`config.mk`:
```
export PLATFORM = sky130hd
export DESIGN_NAME = seg_scan4
export DESIGN_NICKNAME = d
export VERILOG_FILES = /design/src/rtl/seg_scan4.sv
export SDC_FILE = /design/constraint.sdc
export NUM_CORES = 1
export LEC_CHECK = 0
export BUFFER_PORTS_ARGS = -buffer_cell sky130_fd_sc_hd__clkbuf_2
export CORE_UTILIZATION = 55
export DETAILED_ROUTE_END_ITERATION = 7
export PLACE_DENSITY = 0.77
export SLEW_MARGIN = 15
export SYNTH_ARGS = -nofsm -noshare
export SYNTH_HDL_FRONTEND = slang
export SYNTH_SLANG_ARGS = --single-unit
```
`constraint.sdc`:
```
create_clock -name clk -period 6 [get_ports clk]
set_clock_uncertainty 0.1 [all_clocks]
set_input_delay 0 -clock clk [delete_from_list [all_inputs] [get_ports clk]]
set_output_delay 0 -clock clk [all_outputs]
set_load 0.02 [all_outputs]
```
`src/rtl/seg_scan4.sv`:
```
// rtl/seg_scan4.sv - four-digit multiplexed seven-segment scan driver
//
// Ports:
//   clk    in   1  system clock, rising edge
//   reset  in   1  asynchronous active-high reset
//   Q1..Q4 in   4  digit codes, Q1 = rightmost (slot 0), Q4 = leftmost (slot 3)
//                  code 14 = minus, code 15 = blank
//   dim    in   3  brightness 0..7 (used only with SEG_DIM_EN)
//   seg    out  7  segments {g,f,e,d,c,b,a}, polarity per SEG_ACT_LOW
//   an     out  4  one-hot digit enables, polarity per AN_ACT_LOW
//   frame  out  1  one-cycle pulse following each shadow capture
//
// Optional feature: define SEG_DIM_EN to build the 3-bit PWM brightness control.

module seg_scan4 #(
  parameter int DIV         = 50000,
  parameter int GAP         = 16,
  parameter bit SEG_ACT_LOW = 1'b1,
  parameter bit AN_ACT_LOW  = 1'b1
) (
  input  logic       clk,
  input  logic       reset,
  input  logic [3:0] Q1,
  input  logic [3:0] Q2,
  input  logic [3:0] Q3,
  input  logic [3:0] Q4,
  input  logic [2:0] dim,
  output logic [6:0] seg,
  output logic [3:0] an,
  output logic       frame
);

  localparam int             CW       = (DIV > 1) ? $clog2(DIV) : 1;
  localparam logic [CW-1:0]  CNT_LAST = CW'(DIV - 1);
  localparam logic [CW-1:0]  GAP_CNT  = CW'(GAP);
  localparam logic [6:0]     SEG_OFF  = SEG_ACT_LOW ? 7'h7F : 7'h00;
  localparam logic [3:0]     AN_OFF   = AN_ACT_LOW ? 4'hF : 4'h0;

  logic [CW-1:0] cnt;
  logic [1:0]    slot;
  logic [3:0]    shadow [4];
  logic          capture;
  logic [3:0]    cur_code;
  logic [6:0]    seg_lit;
  logic          drive;

  // Capture and slot advance are mutually exclusive (cnt = 0 vs cnt = DIV-1).
  assign capture  = (cnt == '0) && (slot == 2'd0);
  assign cur_code = shadow[slot];

  always_ff @(posedge clk or posedge reset) begin
    if (reset) begin
      cnt  <= '0;
      slot <= 2'd0;
    end else if (cnt == CNT_LAST) begin
      cnt  <= '0;
      slot <= slot + 2'd1;
    end else begin
      cnt <= cnt + 1'b1;
    end
  end

  always_ff @(posedge clk or posedge reset) begin
    if (reset) begin
      for (int i = 0; i < 4; i++) shadow[i] <= 4'hF;
    end else if (capture) begin
      shadow[0] <= Q1;
      shadow[1] <= Q2;
      shadow[2] <= Q3;
      shadow[3] <= Q4;
    end
  end

  // Active-high segment pattern {g,f,e,d,c,b,a}; polarity is applied at the register.
  always_comb begin
    seg_lit = 7'h00;
    case (cur_code)
      4'd0:  seg_lit = 7'h3F;
      4'd1:  seg_lit = 7'h06;
      4'd2:  seg_lit = 7'h5B;
      4'd3:  seg_lit = 7'h4F;
      4'd4:  seg_lit = 7'h66;
      4'd5:  seg_lit = 7'h6D;
      4'd6:  seg_lit = 7'h7D;
      4'd7:  seg_lit = 7'h07;
      4'd8:  seg_lit = 7'h7F;
      4'd9:  seg_lit = 7'h6F;
      4'd10: seg_lit = 7'h77;
      4'd11: seg_lit = 7'h7C;
      4'd12: seg_lit = 7'h39;
      4'd13: seg_lit = 7'h5E;
      4'd14: seg_lit = 7'h40;
      default: seg_lit = 7'h00;
    endcase
  end

`ifdef SEG_DIM_EN
  logic [2:0] pwm;
  logic [2:0] dim_shadow;

  always_ff @(posedge clk or posedge reset) begin
    if (reset) begin
      pwm        <= 3'd0;
      dim_shadow <= 3'd7;
    end else begin
      pwm <= pwm + 3'd1;
      if (capture) dim_shadow <= dim;
    end
  end

  // Duty is (dim+1)/8 of the open window.
  assign drive = (cnt >= GAP_CNT) && (pwm <= dim_shadow);
`else
  logic unused_dim;
  assign unused_dim = ^dim;
  assign drive      = (cnt >= GAP_CNT);
`endif

  // XOR with the off level turns an active-high pattern into the chosen polarity.
  always_ff @(posedge clk or posedge reset) begin
    if (reset) begin
      an    <= AN_OFF;
      seg   <= SEG_OFF;
      frame <= 1'b0;
    end else begin
      frame <= capture;
      if (drive) begin
        an  <= AN_OFF ^ (4'b0001 << slot);
        seg <= SEG_OFF ^ seg_lit;
      end else begin
        an  <= AN_OFF;
        seg <= SEG_OFF;
      end
    end
  end

endmodule
```
==> metrics, run 1 <==
global-route track usage on met2 0.3367; run status completed; gr ovfl total 0; GRT met1 Usage 0.3012; Inserted Clock Buffers 5; port buffer count 29; post-DP HPWL between 2000 and 3000 um; worst skew pair latency 300 ps; Initial DRT Pass Iterations 4; Tmin final 2830 ps; Die W 66.51 um; Die Area 4423 um^2; Storage cell area 1185 um^2; f_max 0.3533 GHz; max_cap viols 0; core area between 4000 and 5000 um^2; RSZ-0062 raised after global routing no; largest net degree at the start of global routing 47; Int Power roughly 0.00046 W; Routed WL 4145 um; relative slew slack 0.3664; Tightest Pin Transition 942.6 ps; vias in the first global route 1448; leakage power ~1.3 nW; post-synthesis sequential element count 46; total clock sinks 46; CTS H-Tree Depth 2; WL per Instance 14.49 um; Comb power frac 0.095; Area Overhead vs Synth 20.18%; Tcrit/Tclk final 0.4717; setup violators final 0; DRT antenna net count 0; Crit Path Class reg -> reg; asr flop ratio synth 1.000; busiest grt layer met2; commonest non-fill, non-tap cell in the layout clkbuf_2; Final Hold Vio Count 0; Fillers 286; initial core utilization 0.5721; post-CTS setup buffer count 0; Synth Area per Inst 12.30 um^2; Final Core Density 0.6875; pins over their slew limit 0; cells after synthesis 186; Hold Path Class in -> async; EDFF count, synth 0; met3 Resource Use GR 0.05993; clock-pin slew on the worst setup and hold paths around 80 ps; YS warnings 0; clock power share 0.354; n_diodes 0; layout cells sized above 1 0.3729; CTS tree done; DRT iter0 DRCs 94; DRC viols 0; root buffer cell clkbuf_8; Worst Path Required 6130 ps; sw power 0.0001385 W; Critical Path End Type flop; first-pass GRT wire length 7024 um; Vias 1523; cell area after synthesis 2288 um^2; Max IR drop VDD 0.1954 mV; WHS 309.6 ps; # rows 23; Net Sw Frac 0.2301; Reg power frac 0.550; register area share after synthesis 0.5178; GPL Wtd Cong 0.8152; Post-Layout Cell Count 286; Final nets 268; Die Y 66.51 um; Ports 33; ys flop type dfstp_2; worst-path fanout max 17; footprint of the multi-input gates 1033 um^2; setup TNS 0 ps; cell count after placement 261; GRT Overall Usage 0.2241; Unique masters post-synth 33; Syn Nets 219; worst path arrival time 2960 ps; Longest Clk Path Bufs 2; pwr/cell area 218.9 nW/um^2; Via density 5.325; initial antenna violation count 0; Worst setup SP type flop; most frequent cells in the layout clkbuf_2 (29), dfstp_2 (27), dfrtp_1 (19), dlygate4sd3_1 (17), nand2_1 (16)
## cells by family (layout without fill, tap and decap cells)
logic type / Yosys count / count (layout) / share of synthesized area
compound gates: 13 / 13 / 0.03882
xor+xnor: 13 / 13 / 0.04975
fa+ha+maj: 12 / 12 / 0.06561
buf+inv: 16 / 66 / 0.03062
flops: 46 / 46 / 0.5178
mux: 26 / 26 / 0.1602
simple gates: 60 / 60 / 0.1372
## power groups by stage
stage / registers, W / logic (W) / clock network (W)
after floorplan: 0.000342 / 0.0000270 / 0
after global routing: 0.000333 / 0.0000634 / 0.000228
after detailed placement: 0.000337 / 0.0000481 / 0
after global placement: 0.000336 / 0.0000470 / 0
after CTS: 0.000331 / 0.0000568 / 0.000218
final: 0.000331 / 0.0000573 / 0.000213
## critical path: stages (launching register included)
cell and delay [ps]:
dfrtp_1 450, nor4_2 340, nand4_1 400, or4_1 1010
mux2_4 440
## what timing repair did
| item | in CTS | in global routing |
|---|---|---|
| gates resized for setup | 0 | 0 |
| hold buffers | 17 | 0 |
| hold endpoints to repair | 35 | 0 |
## final cells by class
cell class	instances	area share
Sequential cell	46	0.4308
Multi-Input combinational cell	124	0.3758
Timing Repair Buffer	47	0.1174
Clock buffer	7	0.03549
Tap cell	50	0.02275
Inverter	11	0.01501
Clock inverter	1	0.002730
## sequential cells by signal, indices dropped and copies added (netlist names)
name / count
slot: 2
frame: 1
cnt: 16
seg: 7
shadow: 16
an: 4
## path summary, 6_finish.rpt
kind	slack, ps	depth (start not counted)	startpoint	to
setup / recovery	3170	4	cnt[12]$_DFF_PP0_	shadow[2]$_DFFE_PP1P_
hold / removal	310	4	reset	cnt[3]$_DFF_PP0_
setup reg to reg	3170	4	cnt[12]$_DFF_PP0_	shadow[2]$_DFFE_PP1P_
hold reg to reg	390	1	cnt[0]$_DFF_PP0_	cnt[0]$_DFF_PP0_
max in group asynchronous	5110	4	reset	shadow[3]$_DFFE_PP1P_
min in group clk	360	3	Q3[1]	shadow[5]$_DFFE_PP1P_
## metrics by stage
stage / setup slack [ps] / total power, W / instance area (um^2)
2_1_floorplan: 3916 / 0.0003686 / 2288
6_report: 3170 / 0.0006019 / 2750
3_5_place_dp: 3190 / 0.0003849 / 2475
4_1_cts: 3176 / 0.0006064 / 2750
3_3_place_gp: 3205 / 0.0003831 / 2475
5_1_grt: 2993 / 0.0006242 / 2750
## metal layers
| metal | vias to the layer above | share of wire |
|---|---|---|
| li1 | 747 | - |
| met1 | 733 | 0.46 |
| met2 | 33 | 0.48 |
| met3 | 10 | 0.031 |
| met4 | 0 | 0.026 |
| met5 | - | 0 |
## cells in the mapped netlist, drive strengths merged, types with 2 or more instances
cell	count	share of area
and4	2	0.0077
or4	2	0.0066
nor2	13	0.021
clkbuf	2	0.0033
a21oi	4	0.0087
nand2	16	0.026
buf	3	0.0093
xnor2	9	0.034
and2	5	0.014
dfrtp	19	0.21
xor2	4	0.015
nor2b	2	0.0055
dfstp	27	0.31
and3	3	0.0082
mux2	18	0.10
ha	12	0.066
mux4	4	0.039
nor4	2	0.011
nor3	3	0.0066
nand3	5	0.011
inv	11	0.018
nand4	6	0.016
mux2i	4	0.017
a22oi	3	0.0098
(Power assumes the default switching activity.)
==> run 2, diff against run 1 <==
--- a/config.mk
+++ b/config.mk
@@ -5,10 +5,11 @@
 export SDC_FILE = /design/constraint.sdc
 export NUM_CORES = 1
 export LEC_CHECK = 0
+export ABC_AREA = 1
 export BUFFER_PORTS_ARGS = -buffer_cell sky130_fd_sc_hd__clkbuf_2
-export CORE_UTILIZATION = 55
+export CORE_UTILIZATION = 52
 export DETAILED_ROUTE_END_ITERATION = 7
-export PLACE_DENSITY = 0.77
+export PLACE_DENSITY = 0.76
 export SLEW_MARGIN = 15
 export SYNTH_ARGS = -nofsm -noshare
 export SYNTH_HDL_FRONTEND = slang
==> constraint.sdc (replaced) <==
create_clock -name clk -period 2.4 [get_ports clk]
set_clock_uncertainty 0.1 [all_clocks]
set_input_delay 0 -clock clk [delete_from_list [all_inputs] [get_ports clk]]
set_output_delay 0 -clock clk [all_outputs]
set_load 0.02 [all_outputs]
==> run 2 against run 1 <==
  * Sequential cell count unchanged
  * Sequential power rose to 2.5 times the previous value
  * Critical path type unchanged
  * Synthesized cell count up 75%
  * Final area up 10%
  * Highest routed layer unchanged
  * Die area up 19%
  * Largest cell class is now multi-input gates
  * Register-to-register slack worse by 2800 ps
  * First-iteration DRC count up 23%
  * Worst setup slack worse by 2800 ps
  * Fmax up 39%
  * Core utilization down 5.0 points
  * Sequential share of layout area down 4.0 points
==> metrics, run 2 <==
run status completed; Inserted Clock Buffers 5 (unchanged); commonest non-fill, non-tap cell in the layout nand2_1; WL per Instance 11.05 um (-24%); DRT antenna net count 0 (unchanged); first-pass GRT wire length 8590 um (+22%); max_cap viols 0 (unchanged); Int Power 0.001111 W (+140%); Crit Path Class reg -> reg; RSZ-0062 raised after global routing no; Worst setup SP type flop; Hold Path Class in -> async; Die W 72.47 um (+9.0%); cell area after synthesis 2582 um^2 (+13%); R2R depth 9 (+5); DRC viols 0 (unchanged); root buffer cell clkbuf_8; Longest Clk Path Bufs 2 (unchanged); ys flop type dfstp_2; top cells by area, synth dfstp_2 (27%), dfrtp_1 (18%), nand2_1 (17%); Yosys top cell area share 0.2747 (-0.03530); cell type with the largest total area after synthesis dfstp_2; Worst setup startpoint slot[0]$_DFFE_PP0N_; Unique masters post-synth 29 (-12%); Worst Path Required 2530 ps (-3600 ps); EDFF count, synth 0 (unchanged); worst path arrival time 2160 ps (-800 ps); Syn Nets 358 (+63%); leakage power 1.550 nW (+23%); Die Y 72.47 um (+9.0%); most frequent cells in the layout nand2_1 (116), nor2_1 (34), clkbuf_2 (29), nand3_1 (27), dfstp_2 (27); n_diodes 0 (unchanged); vias in the first global route 1943 (+34%); reg-to-reg critical path startpoint slot[0]$_DFFE_PP0N_; r2r endpoint seg[3]$_DFF_PP1_; Ports 33 (unchanged); Final Hold Vio Count 0 (unchanged); port buffer count 29 (unchanged); DRT iter0 DRCs 116 (+23%); top-count cell post-synth nand2_1; largest registers cnt: 16 flops, shadow: 16 flops, seg: 7 flops; Die Area 5252 um^2 (+19%); Initial DRT Pass Iterations 7 (+3); pins over their slew limit 0 (unchanged); Area Overhead vs Synth 17.44%; Final nets 407 (+52%); Post-CTS Resized 0 (unchanged); largest net degree at the start of global routing 47 (unchanged); GPL Wtd Cong 0.8681 (+6.5%); asr flop ratio synth 1.000 (unchanged); most frequent cells after synthesis nand2_1 (116), nor2_1 (34), dfstp_2 (27), nand3_1 (27), inv_1 (23); Synth Area per Inst 7.946 um^2 (-35%); worst skew pair latency 290 ps (about the same); Tightest Pin Transition 556.8 ps (-385.8 ps); register area share after synthesis 0.4588 (-0.05895); Max IR drop VDD 0.3473 mV (+78%); reg-to-reg setup timing slack 370 ps (-2800 ps); Tmin final 2034 ps (-795.9 ps); initial antenna violation count 0 (unchanged); Reg power frac 0.570 (+0.020); gr ovfl total 0 (unchanged); post-route cell area 3033 um^2 (+10%); cells after synthesis 325 (+75%); CTS tree done; post-synthesis sequential element count 46 (unchanged); Critical Path End Type flop; Vias 2111 (+39%); Comb power frac 0.098 (+0.003); Worst Setup Slack, final 365.7 ps (-2804 ps); CTS H-Tree Depth 2 (unchanged); sw power 0.0003427 W (+150%); setup TNS 0 ps (unchanged); clock-pin slew on the worst setup and hold paths 80 ps (about the same); Routed WL 4883 um (+18%); pre-CTS WS 378.4 ps (-2812 ps); Net Sw Frac 0.2357 (+0.005570); Tcrit/Tclk final 0.8476 (+0.3759); post-DP HPWL 3376 um (+30%); relative slew slack 0.6288 (+0.2625); layout cells sized above 1 0.2533 (-0.1195); f_max 0.4916 GHz (+39%); initial core utilization 0.5432 (-0.02894); GRT Overall Usage 0.2100 (-0.01404); core area 4755 um^2 (+19%); total clock sinks 46 (unchanged); setup violators final 0 (unchanged); worst-path fanout max 14 (-3); Post-DP Area 2771 um^2 (+12%); pwr/cell area 479.4 nW/um^2 (+120%); clock power share 0.332 (-0.022); YS warnings 0 (unchanged); # rows 25 (+8.7%); Via density 4.776 (-10%)
[run 2: cell count changes after synthesis, sizes merged, moves of 4 or more]
| cell | delta |
|---|---|
| nand2 | +115 |
| nor2 | +28 |
| nand3 | +22 |
| inv | +20 |
| mux2 | -18 |
| o21ai | +9 |
| xnor2 | -8 |
| and2 | -4 |
| mux2i | -4 |
| mux4 | -4 |
| xor2 | +4 |
[run 2: power groups by stage]
| stage | Sequential (W) | Clock, W | Combinational (W) |
|---|---|---|---|
| CTS | 0.000829 | 0.000496 | 0.000143 |
| global placement | 0.000842 | 0 | 0.000119 |
| finish | 0.000829 | 0.000483 | 0.000143 |
| detailed placement | 0.000842 | 0 | 0.000122 |
| global route | 0.000832 | 0.000533 | 0.000163 |
| floorplan | 0.000855 | 0 | 0.0000659 |
[run 2: kinds of logic (layout without fill, tap and decap cells)]
logic type / count (synthesis) / after routing / synth area share
buf+inv: 37 / 87 / 0.06783
fa+ha+maj: 12 / 12 / 0.05814
xor+xnor: 9 / 9 / 0.03052
flops: 46 / 46 / 0.4588
compound gates: 12 / 12 / 0.02422
simple gates: 209 / 209 / 0.3605
[run 2: cell type report]
type	count	area [um^2]
clock buffer	7	86.33
fill	425	1722
multi-input combinational	242	1222
inverter	32	127.6
sequential	46	1185
tap	67	83.83
clock inverter	1	5.005
timing repair buffer	47	322.8
[run 2: stage by stage]
step / hold WS [ps] / utilization / instances / power [W]
4_1_cts: 290.1 / 0.6379 / 442 / 0.001468
3_3_place_gp: 52.98 / 0.5829 / 417 / 0.0009608
6_report: 270.9 / 0.6379 / 442 / 0.001454
3_5_place_dp: 57.99 / 0.5829 / 417 / 0.0009636
2_1_floorplan: -15.81 / - / 325 / 0.0009209
5_1_grt: 329.2 / 0.6379 / 442 / 0.001528
[run 2: metal layers]
metal	global-route usage	vias to the layer above	wire, um
met4	0.06536	0	76
met2	0.3354	45	2246
li1	-	1102	-
met5	0	-	0
met3	0.03611	8	143
met1	0.2925	956	2417
[run 2: worst max-delay path by stage]
stage | end | depth (start not counted)
after detailed placement | seg[3]$_DFF_PP1_ | 9
after global routing | seg[6]$_DFF_PP1_ | 9
final | seg[3]$_DFF_PP1_ | 9
after CTS | seg[3]$_DFF_PP1_ | 9
after floorplan | seg[6]$_DFF_PP1_ | 11
after global placement | seg[6]$_DFF_PP1_ | 9
[run 2: what timing repair did]
| action | 4_1_cts | 5_1_grt |
|---|---|---|
| hold buffers | 17 | 0 |
| buffers inserted | 0 | 0 |
| hold endpoints to repair | 35 | 0 |
[run 2: critical path, cell delays in order (launching register included)]
cell      delay [ps]
dfrtp_1          530
inv_2            260
nand2_1           80
nand3_1           70
nand2_1          160
ha_1             350
nand3b_1         190
nand2_1           90
nand2_1           50
nand3_1           80
